<file path="src/rtl/sync_fifo_pkg.sv">
// Shared types and helpers for the single-clock flexible FIFO.
package sync_fifo_pkg;

    typedef enum logic {
        FIFO_STD,
        FIFO_FWFT
    } fifo_mode_e;

    typedef struct packed {
        logic overflow;
        logic underflow;
    } fifo_err_t;

    function automatic int f_ptr_w(input int depth);
        return depth + 1;
    endfunction

endpackage

</file>
<file path="src/rtl/sync_fifo_mem.sv">
// Simple dual-port RAM: synchronous write, combinational read address into a
// registered read port with optional write-first bypass on address collision.
module sync_fifo_mem #(
    parameter int G_WIDTH    = 8,
    parameter int G_DEPTH    = 4,
    parameter bit G_WR_FIRST = 1'b0
) (
    input  logic               clk_i,
    input  logic               rst_i,
    input  logic               wr_en_i,
    input  logic [G_DEPTH-1:0] wr_addr_i,
    input  logic [G_WIDTH-1:0] wr_data_i,
    input  logic               rd_en_i,
    input  logic [G_DEPTH-1:0] rd_addr_i,
    output logic [G_WIDTH-1:0] rd_data_o
);

    logic [G_WIDTH-1:0] mem_q [2**G_DEPTH];
    logic [G_WIDTH-1:0] rd_data_q;
    logic               bypass;

    assign bypass = G_WR_FIRST && wr_en_i && (wr_addr_i == rd_addr_i);

    always_ff @(posedge clk_i) begin
        if (wr_en_i) begin
            mem_q[wr_addr_i] <= wr_data_i;
        end
    end

    always_ff @(posedge clk_i) begin
        if (rst_i) begin
            rd_data_q <= '0;
        end else if (rd_en_i) begin
            rd_data_q <= bypass ? wr_data_i : mem_q[rd_addr_i];
        end
    end

    assign rd_data_o = rd_data_q;

endmodule

</file>
<file path="src/rtl/sync_fifo_flex.sv">
// Single-clock FIFO with standard or first-word-fall-through read, fill level,
// almost-full/almost-empty thresholds and sticky overflow/underflow flags.
module sync_fifo_flex
    import sync_fifo_pkg::*;
#(
    parameter int G_WIDTH  = 8,
    parameter int G_DEPTH  = 4,
    parameter int G_FWFT   = 0,
    parameter int G_AFULL  = (2**G_DEPTH) - 2,
    parameter int G_AEMPTY = 1
) (
    input  logic               i_clk,
    input  logic               i_rst,
    input  logic               i_wr,
    input  logic [G_WIDTH-1:0] i_data,
    input  logic               i_rd,
    input  logic               i_clr_err,
    output logic [G_WIDTH-1:0] o_data,
    output logic               o_valid,
    output logic [G_DEPTH:0]   o_fill_level,
    output logic               o_full,
    output logic               o_empty,
    output logic               o_almost_full,
    output logic               o_almost_empty,
    output logic               o_overflow,
    output logic               o_underflow,
    output logic               o_overflow_sticky,
    output logic               o_underflow_sticky
);

    localparam int            PW       = f_ptr_w(G_DEPTH);
    localparam int            CAP      = 2**G_DEPTH;
    localparam fifo_mode_e    MODE     = (G_FWFT != 0) ? FIFO_FWFT : FIFO_STD;
    localparam logic [PW-1:0] FILL_MAX = PW'(CAP);
    localparam logic [PW-1:0] AF_LVL   = PW'(G_AFULL);
    localparam logic [PW-1:0] AE_LVL   = PW'(G_AEMPTY);

    if (G_AFULL < 1 || G_AFULL > CAP) begin : g_bad_afull
        $error("sync_fifo_flex: G_AFULL=%0d outside 1..%0d", G_AFULL, CAP);
    end
    if (G_AEMPTY < 0 || G_AEMPTY > CAP - 1) begin : g_bad_aempty
        $error("sync_fifo_flex: G_AEMPTY=%0d outside 0..%0d", G_AEMPTY, CAP - 1);
    end

    logic [PW-1:0] wr_ptr_q, rd_ptr_q;
    logic [PW-1:0] fill_q, fill_d;
    logic          valid_q, valid_d;
    logic          full_q, empty_q, afull_q, aempty_q;
    fifo_err_t     err_now, sticky_q, sticky_d;
    logic          wr_acc, rd_acc, mem_rd_en;

    always_comb begin
        rd_acc = (MODE == FIFO_FWFT) ? (i_rd && valid_q) : (i_rd && !empty_q);
        wr_acc = i_wr && (!full_q || rd_acc);
        if (MODE == FIFO_FWFT) begin
            // Head register refills whenever it is free or being consumed; an
            // empty RAM hands the incoming word straight through (write-first).
            mem_rd_en = (!valid_q || rd_acc) && ((wr_ptr_q != rd_ptr_q) || wr_acc);
            valid_d   = mem_rd_en || (valid_q && !rd_acc);
        end else begin
            mem_rd_en = rd_acc;
            valid_d   = rd_acc;
        end
        fill_d             = fill_q + PW'(wr_acc) - PW'(rd_acc);
        err_now.overflow   = i_wr && !wr_acc;
        err_now.underflow  = i_rd && !rd_acc;
        sticky_d.overflow  = err_now.overflow  || (sticky_q.overflow  && !i_clr_err);
        sticky_d.underflow = err_now.underflow || (sticky_q.underflow && !i_clr_err);
    end

    always_ff @(posedge i_clk) begin
        if (i_rst) begin
            wr_ptr_q <= '0;
            rd_ptr_q <= '0;
            fill_q   <= '0;
            valid_q  <= 1'b0;
            full_q   <= 1'b0;
            empty_q  <= 1'b1;
            afull_q  <= 1'b0;
            aempty_q <= 1'b1;
            sticky_q <= '0;
        end else begin
            if (wr_acc) begin
                wr_ptr_q <= wr_ptr_q + PW'(1);
            end
            if (mem_rd_en) begin
                rd_ptr_q <= rd_ptr_q + PW'(1);
            end
            fill_q   <= fill_d;
            valid_q  <= valid_d;
            full_q   <= (fill_d == FILL_MAX);
            empty_q  <= (fill_d == '0);
            afull_q  <= (fill_d >= AF_LVL);
            aempty_q <= (fill_d <= AE_LVL);
            sticky_q <= sticky_d;
        end
    end

    sync_fifo_mem #(
        .G_WIDTH    (G_WIDTH),
        .G_DEPTH    (G_DEPTH),
        .G_WR_FIRST (MODE == FIFO_FWFT)
    ) u_mem (
        .clk_i     (i_clk),
        .rst_i     (i_rst),
        .wr_en_i   (wr_acc),
        .wr_addr_i (wr_ptr_q[G_DEPTH-1:0]),
        .wr_data_i (i_data),
        .rd_en_i   (mem_rd_en),
        .rd_addr_i (rd_ptr_q[G_DEPTH-1:0]),
        .rd_data_o (o_data)
    );

    assign o_valid            = valid_q;
    assign o_fill_level       = fill_q;
    assign o_full             = full_q;
    assign o_empty            = empty_q;
    assign o_almost_full      = afull_q;
    assign o_almost_empty     = aempty_q;
    assign o_overflow         = err_now.overflow;
    assign o_underflow        = err_now.underflow;
    assign o_overflow_sticky  = sticky_q.overflow;
    assign o_underflow_sticky = sticky_q.underflow;

endmodule

</file>
<file path="config.mk">
export PLATFORM = sky130hd
export DESIGN_NAME = sync_fifo_flex
export DESIGN_NICKNAME = d
export VERILOG_FILES = /design/src/rtl/sync_fifo_pkg.sv /design/src/rtl/sync_fifo_mem.sv /design/src/rtl/sync_fifo_flex.sv
export SDC_FILE = /design/constraint.sdc
export NUM_CORES = 1
export LEC_CHECK = 0
export BUFFER_PORTS_ARGS = -buffer_cell sky130_fd_sc_hd__buf_2
export CORE_MARGIN = 8
export CORE_UTILIZATION = 35
export DETAILED_ROUTE_END_ITERATION = 7
export GPL_TIMING_DRIVEN = 0
export MAX_ROUTING_LAYER = met4
export SYNTH_ARGS = -nofsm -noshare
export SYNTH_HDL_FRONTEND = slang
export SYNTH_HIERARCHICAL = 1
export SYNTH_SLANG_ARGS = --single-unit
</file>
<file path="constraint.sdc">
create_clock -name i_clk -period 3.8 [get_ports i_clk]
set_clock_uncertainty 0.05 [all_clocks]
set_input_delay 0.38 -clock i_clk [delete_from_list [all_inputs] [get_ports i_clk]]
set_output_delay 0.38 -clock i_clk [all_outputs]
set_load 0.05 [all_outputs]
</file>
# Word level (Yosys, flattened, before mapping)
# Memories as Yosys holds them, arrays and structs flattened. A register that Yosys moved wholly into a read port is not among the register bits.
# Index checks and enable logic that the tools add are counted.
# Widths: inputs -> output; s select.
# op_classes
addsub,4
n_lt_le_gt_ge,2
eq_ne,1
n_mux,2
reduce_logical,15
# ops
cell,count
$add 5x1->5 const B,2
$logic_and 1x1->1,6
$add 5x1->5,1
$eq 5x5->1 const B,1
$ge 5x4->1 const B,1
$le 5x1->1 const B,1
$logic_not 1->1,5
$logic_not 5->1,1
$sub 5x1->5,1
$logic_or 1x1->1,3
$mux 1,2
# word_totals
regBits,22
mem_bits_rw,128
inputBits,13
output_inout_bits,22
word_cells,35
n_memories,1
# memory_table
memory,words,word_bits,read_ports,rd_clocked_by_memory_dff,write_ports,line_no,rtl
u_mem.mem_q,16,8,1,1,1,sync_fifo_mem.sv:18,logic [G_WIDTH-1:0] mem_q [2**G_DEPTH];

# Longest topological paths before layout
# depth
ltp_word,7
mapped_depth,11
depth_no_buf,11

# Cells and area by module
# Netlist, hierarchy kept.
# modules_own_cells
module,n_inst,cells_each,area_each_um2
sync_fifo_mem,1,316,5343.9
sync_fifo_flex,1,96,905.9

# Worst setup path before layout
# Ideal clock, no wire load.
# synth_timing
path_type,flip-flop to flip-flop
from,"register empty_q, in the netlist o_empty"
to,"register full_q, in the netlist o_full"
arrival_time_ps,2751
slack_ps,882
stages_incl_launch_ff,12
path_buffers,0
period_less_slack_ps,2918
path_cell_list,dfxtp_1 > nand2b_1 > a21oi_2 > inv_1 > ha_1 > inv_1 > ha_1 > fa_1 > a21o_1 > a21oi_2 > xnor2_2 > and4bb_1
# synth_between
elab_chain_len,7
# synth_lines
element,line_no,rtl
from (decl),sync_fifo_flex.sv:48,"logic full_q, empty_q, afull_q, aempty_q;"
from (signal assigned),sync_fifo_flex.sv:92,empty_q <= (fill_d == '0);
$logic_not 1->1,sync_fifo_flex.sv:53,rd_acc = (MODE == FIFO_FWFT) ? (i_rd && valid_q) : (i_rd && !empty_q);
$logic_and 1x1->1,sync_fifo_flex.sv:53,
$logic_or 1x1->1,sync_fifo_flex.sv:54,wr_acc = i_wr && (!full_q || rd_acc);
$logic_and 1x1->1,sync_fifo_flex.sv:54,
named net wr_acc,sync_fifo_flex.sv:50,"logic wr_acc, rd_acc, mem_rd_en;"
$add 5x1->5,sync_fifo_flex.sv:64,fill_d = fill_q + PW'(wr_acc) - PW'(rd_acc);
$sub 5x1->5,sync_fifo_flex.sv:64,
$eq 5x5->1,sync_fifo_flex.sv:91,full_q <= (fill_d == FILL_MAX);
to (signal assigned),sync_fifo_flex.sv:91,
to (decl),sync_fifo_flex.sv:48,
# The timed path passes the listed nets, and every way through them passes these cells.
# A chain may end at the register's enable or synchronous reset.

# Final worst setup path
# layout_timing
from,"register empty_q, in the netlist o_empty"
to,"memory u_mem.mem_q[0][2], enable pin"
# layout_between
elab_chain_len,6
# layout_lines
element,line_no,rtl
$logic_not 1->1,sync_fifo_flex.sv:53,
$logic_and 1x1->1,sync_fifo_flex.sv:53,
$logic_or 1x1->1,sync_fifo_flex.sv:54,
$logic_and 1x1->1,sync_fifo_flex.sv:54,
named net wr_acc,sync_fifo_flex.sv:50,
$mux 1,sync_fifo_mem.sv:25,if (wr_en_i) begin
$mux 1 (not written as such),sync_fifo_mem.sv:26,mem_q[wr_addr_i] <= wr_data_i;
to (decl),sync_fifo_mem.sv:18,
# The timed path passes the listed nets, and every way through them passes these cells.

==> metrics.md <==
| Metric | Value |
|---|---|
| Final TNS setup | `0 ns` |
| Cell Int Power | `3.15 mW` |
| Share of layout cells above drive strength 1 | `0.172` |
| Syn_area_per_cell | `15.2 µm²` |
| Diode count | `0` |
| Core footprint | `0.0177 mm²` |
| Row count | `49` |
| Clk root buf | `clkbuf_16` |
| Inserted Clock Buffers | `17` |
| Max cap viols | `0` |
| H-tree depth | `4` |
| CTS max path bufs | `2` |
| Final setup fails | `0` |
| Sw power | `1.31 mW` |
| Die Y-Extent | `150 µm` |
| CTS tree | `done` |
| Fillers | `1638` |
| Max Clk Rate | `332 MHz` |
| Worst-Margin Slew | `1.34 ns` |
| Later-pin clock latency in the skew report | `0.42 ns` |
| Crit-path max FO | `8` |
| Port Buffer Count | `34` |
| Slew margin rel. | `0.0985` |
| Antenna violations before repair | `0` |
| Final global-route overflow total | `0` |
| DR pass1 iterations | `4` |
| DRT Wirelength | `13100 µm` |
| FFs w/ async S/R, synth | `0` |
| Register area share after synthesis | `0.705` |
| Largest area contributor in the netlist | `edfxtp_1` |
| CTS Sinks | `156` |
| Status | `complete, no violations` |
| Cells after synthesis | `412` |
| Register area | `0.00440 mm²` |
| Post-cts sizing count | `0` |
| Antenna-violating nets left | `0` |
| Via-to-Cell Ratio | `4.98` |
| Predominant post-synthesis flop cell | `edfxtp_1` |
| Synthesized area | `0.00625 mm²` |
| Period utilization | `0.792` |
| Unrepaired setup endpoints after global routing | `no` |
| Vias in the first global route | `3543` |
| Nets | `486` |
| Top cells by area, synth | `edfxtp_1 62%, mux2i_1 10%, dfxtp_1 9.0%, a22oi_1 2.9%, nand3_1 2.1%` |
| Top cell type's share of synthesized area | `0.615` |
| Global-route wire length before repair | `20300 µm` |
| Post-synth EDFFs | `128` |
| Power Density | `614 mW/mm²` |
| Final Wtd Congestion | `0.765` |
| Unique masters post-synth | `37` |
| Max Slew Vio Count | `0` |
| Number of DRC markers in iteration 0 | `236` |
| Min Clock Period, post-route | `3.01 ns` |
| Logic pwr share | `0.193` |
| Post-CTS Hold Buffers | `0` |
| Slack of the worst reg-to-reg path | `0.79 ns` |
| Area grow syn2layout | `16.1%` |
| CP endpoint kind | `register` |
| CP Class | `reg2reg` |
| DP HPWL | `8880 µm` |
| CP arrival | `2.99 ns` |
| Hold Vio Cnt, Final | `0` |
| Vias | `3519` |
| CP Launch Type | `register` |
| I/O pins | `35` |
| Die Wd | `150 µm` |
| Post-CTS setup buffers | `0` |
| Die area | `0.0224 mm²` |
| Commonest cells in the netlist | `128 x edfxtp_1, 65 x mux2i_1, 29 x nor2_1` |
| Area of the multi-input gates | `0.00165 mm²` |
| Sequential power share | `0.456` |
| DRC violations left | `0` |
| Largest net degree at the start of global routing | `17` |
| Fin util | `0.410` |
| Max IR drop VDD | `0.438 mV` |
| Worst-path clk slew | `0.06 ns` |
| Routed len/inst | `18.5 µm` |
| Clock power share | `0.351` |
| Initial Util | `0.353` |
| Total GRT Usage | `0.127` |
| Synthesis Warnings | `6` |
| Sw Ratio | `0.294` |
| Tightest Hold Check Type | `in2reg` |
| LEAKAGE | `2.44 nW` |
| Req. time, crit path | `3.78 ns` |
| Synth Register Bits | `156` |
| Syn nets | `433` |
| Most frequent cell after synthesis | `edfxtp_1` |
stage by stage:
stage | setup WS [ns] | instance area, µm² | instances | hold WS, ns | total power [mW]
after floorplan | 0.882 | 6250 | 412 | 0.429 | 2.69
after detailed placement | 0.724 | 6710 | 675 | 0.397 | 2.93
after CTS | 0.791 | 7260 | 706 | 0.255 | 4.50
final | 0.789 | 7260 | 706 | 0.267 | 4.46
after global placement | 0.842 | 6710 | 675 | 0.400 | 2.90
after global routing | 0.660 | 7260 | 706 | 0.287 | 4.65
sequential cells by signal (all words and copies together), names as in the netlist:
name                cells
wr_ptr_q                4
rd_ptr_q                4
o_full                  1
o_underflow_sticky      1
o_almost_full           1
o_almost_empty          1
o_overflow_sticky       1
o_fill_level            5
o_valid                 1
o_empty                 1
u_mem/mem_q           128
u_mem/rd_data_o         8
power groups by stage:
stage	Combinational, mW	Clock (mW)	Sequential [mW]
2_1_floorplan	0.425	0	2.27
3_3_place_gp	0.834	0	2.07
3_5_place_dp	0.860	0	2.07
4_1_cts	0.864	1.60	2.04
5_1_grt	0.937	1.67	2.05
6_report	0.860	1.56	2.03
critical path: stages, from the launching register on:
cell and delay, ns:
dfxtp_1 0.31, nand2b_1 0.26, a21oi_2 0.39, or3b_2 0.56, nor3_1 1.04
cells by family (layout without fill, tap and decap cells):
logic type	after synthesis	in the layout	synth area share
flops	156	156	0.705
simple gates	100	100	0.0777
mux	65	65	0.104
compound gates	45	45	0.0498
buf+inv	28	93	0.0312
xor+xnor	10	10	0.0152
fa+ha+maj	8	8	0.0172
final cells by class:
type / count / share of cell area
buffer: 16 / 0.0207
clock buffer: 20 / 0.0629
clock inverter: 11 / 0.0131
inverter: 12 / 0.00621
multi-input combinational: 228 / 0.227
sequential: 156 / 0.607
tap: 229 / 0.0395
timing repair buffer: 34 / 0.0234
layer usage:
layer | track usage | part of all wire | up-vias | routed length [µm]
met5 | - | 0 | - | 0
met4 | 0.0500 | 0.015 | 0 | 201
met3 | 0.0405 | 0.067 | 16 | 876
met2 | 0.187 | 0.46 | 101 | 6050
met1 | 0.161 | 0.45 | 1745 | 5930
li1 | - | - | 1657 | -
worst paths after layout:
| kind | from | end | depth (start not counted) |
|---|---|---|---|
| worst max-delay path | o_empty | u_mem/mem_q[0][2] | 4 |
| worst min-delay path | i_clr_err | o_overflow_sticky | 4 |
| worst max register to register | o_empty | u_mem/mem_q[0][2] | 4 |
| worst min register to register | u_mem/rd_data_o[5] | u_mem/rd_data_o[5] | 2 |
placed cells by master, fill, tap and decap left out, drive strengths merged:
cell	count
nand2	20
and2	3
nand4	1
o21ai	1
bufinv	1
fa	1
nor2b	3
nand4b	1
a21o	2
a31o	1
nand3b	3
a21oi	14
and3	2
clkinvlp	2
nor3b	1
inv	13
dfxtp	28
nand2b	3
a211oi	2
buf	48
mux2i	65
nor3	5
or3b	1
xor2	5
or3	1
and4bb	1
xnor2	5
nand3	26
edfxtp	128
clkbuf	22
ha	7
a22oi	24
clkinv	7
nor2	29
a41o	1
Power figures use the tool's default switching activity.
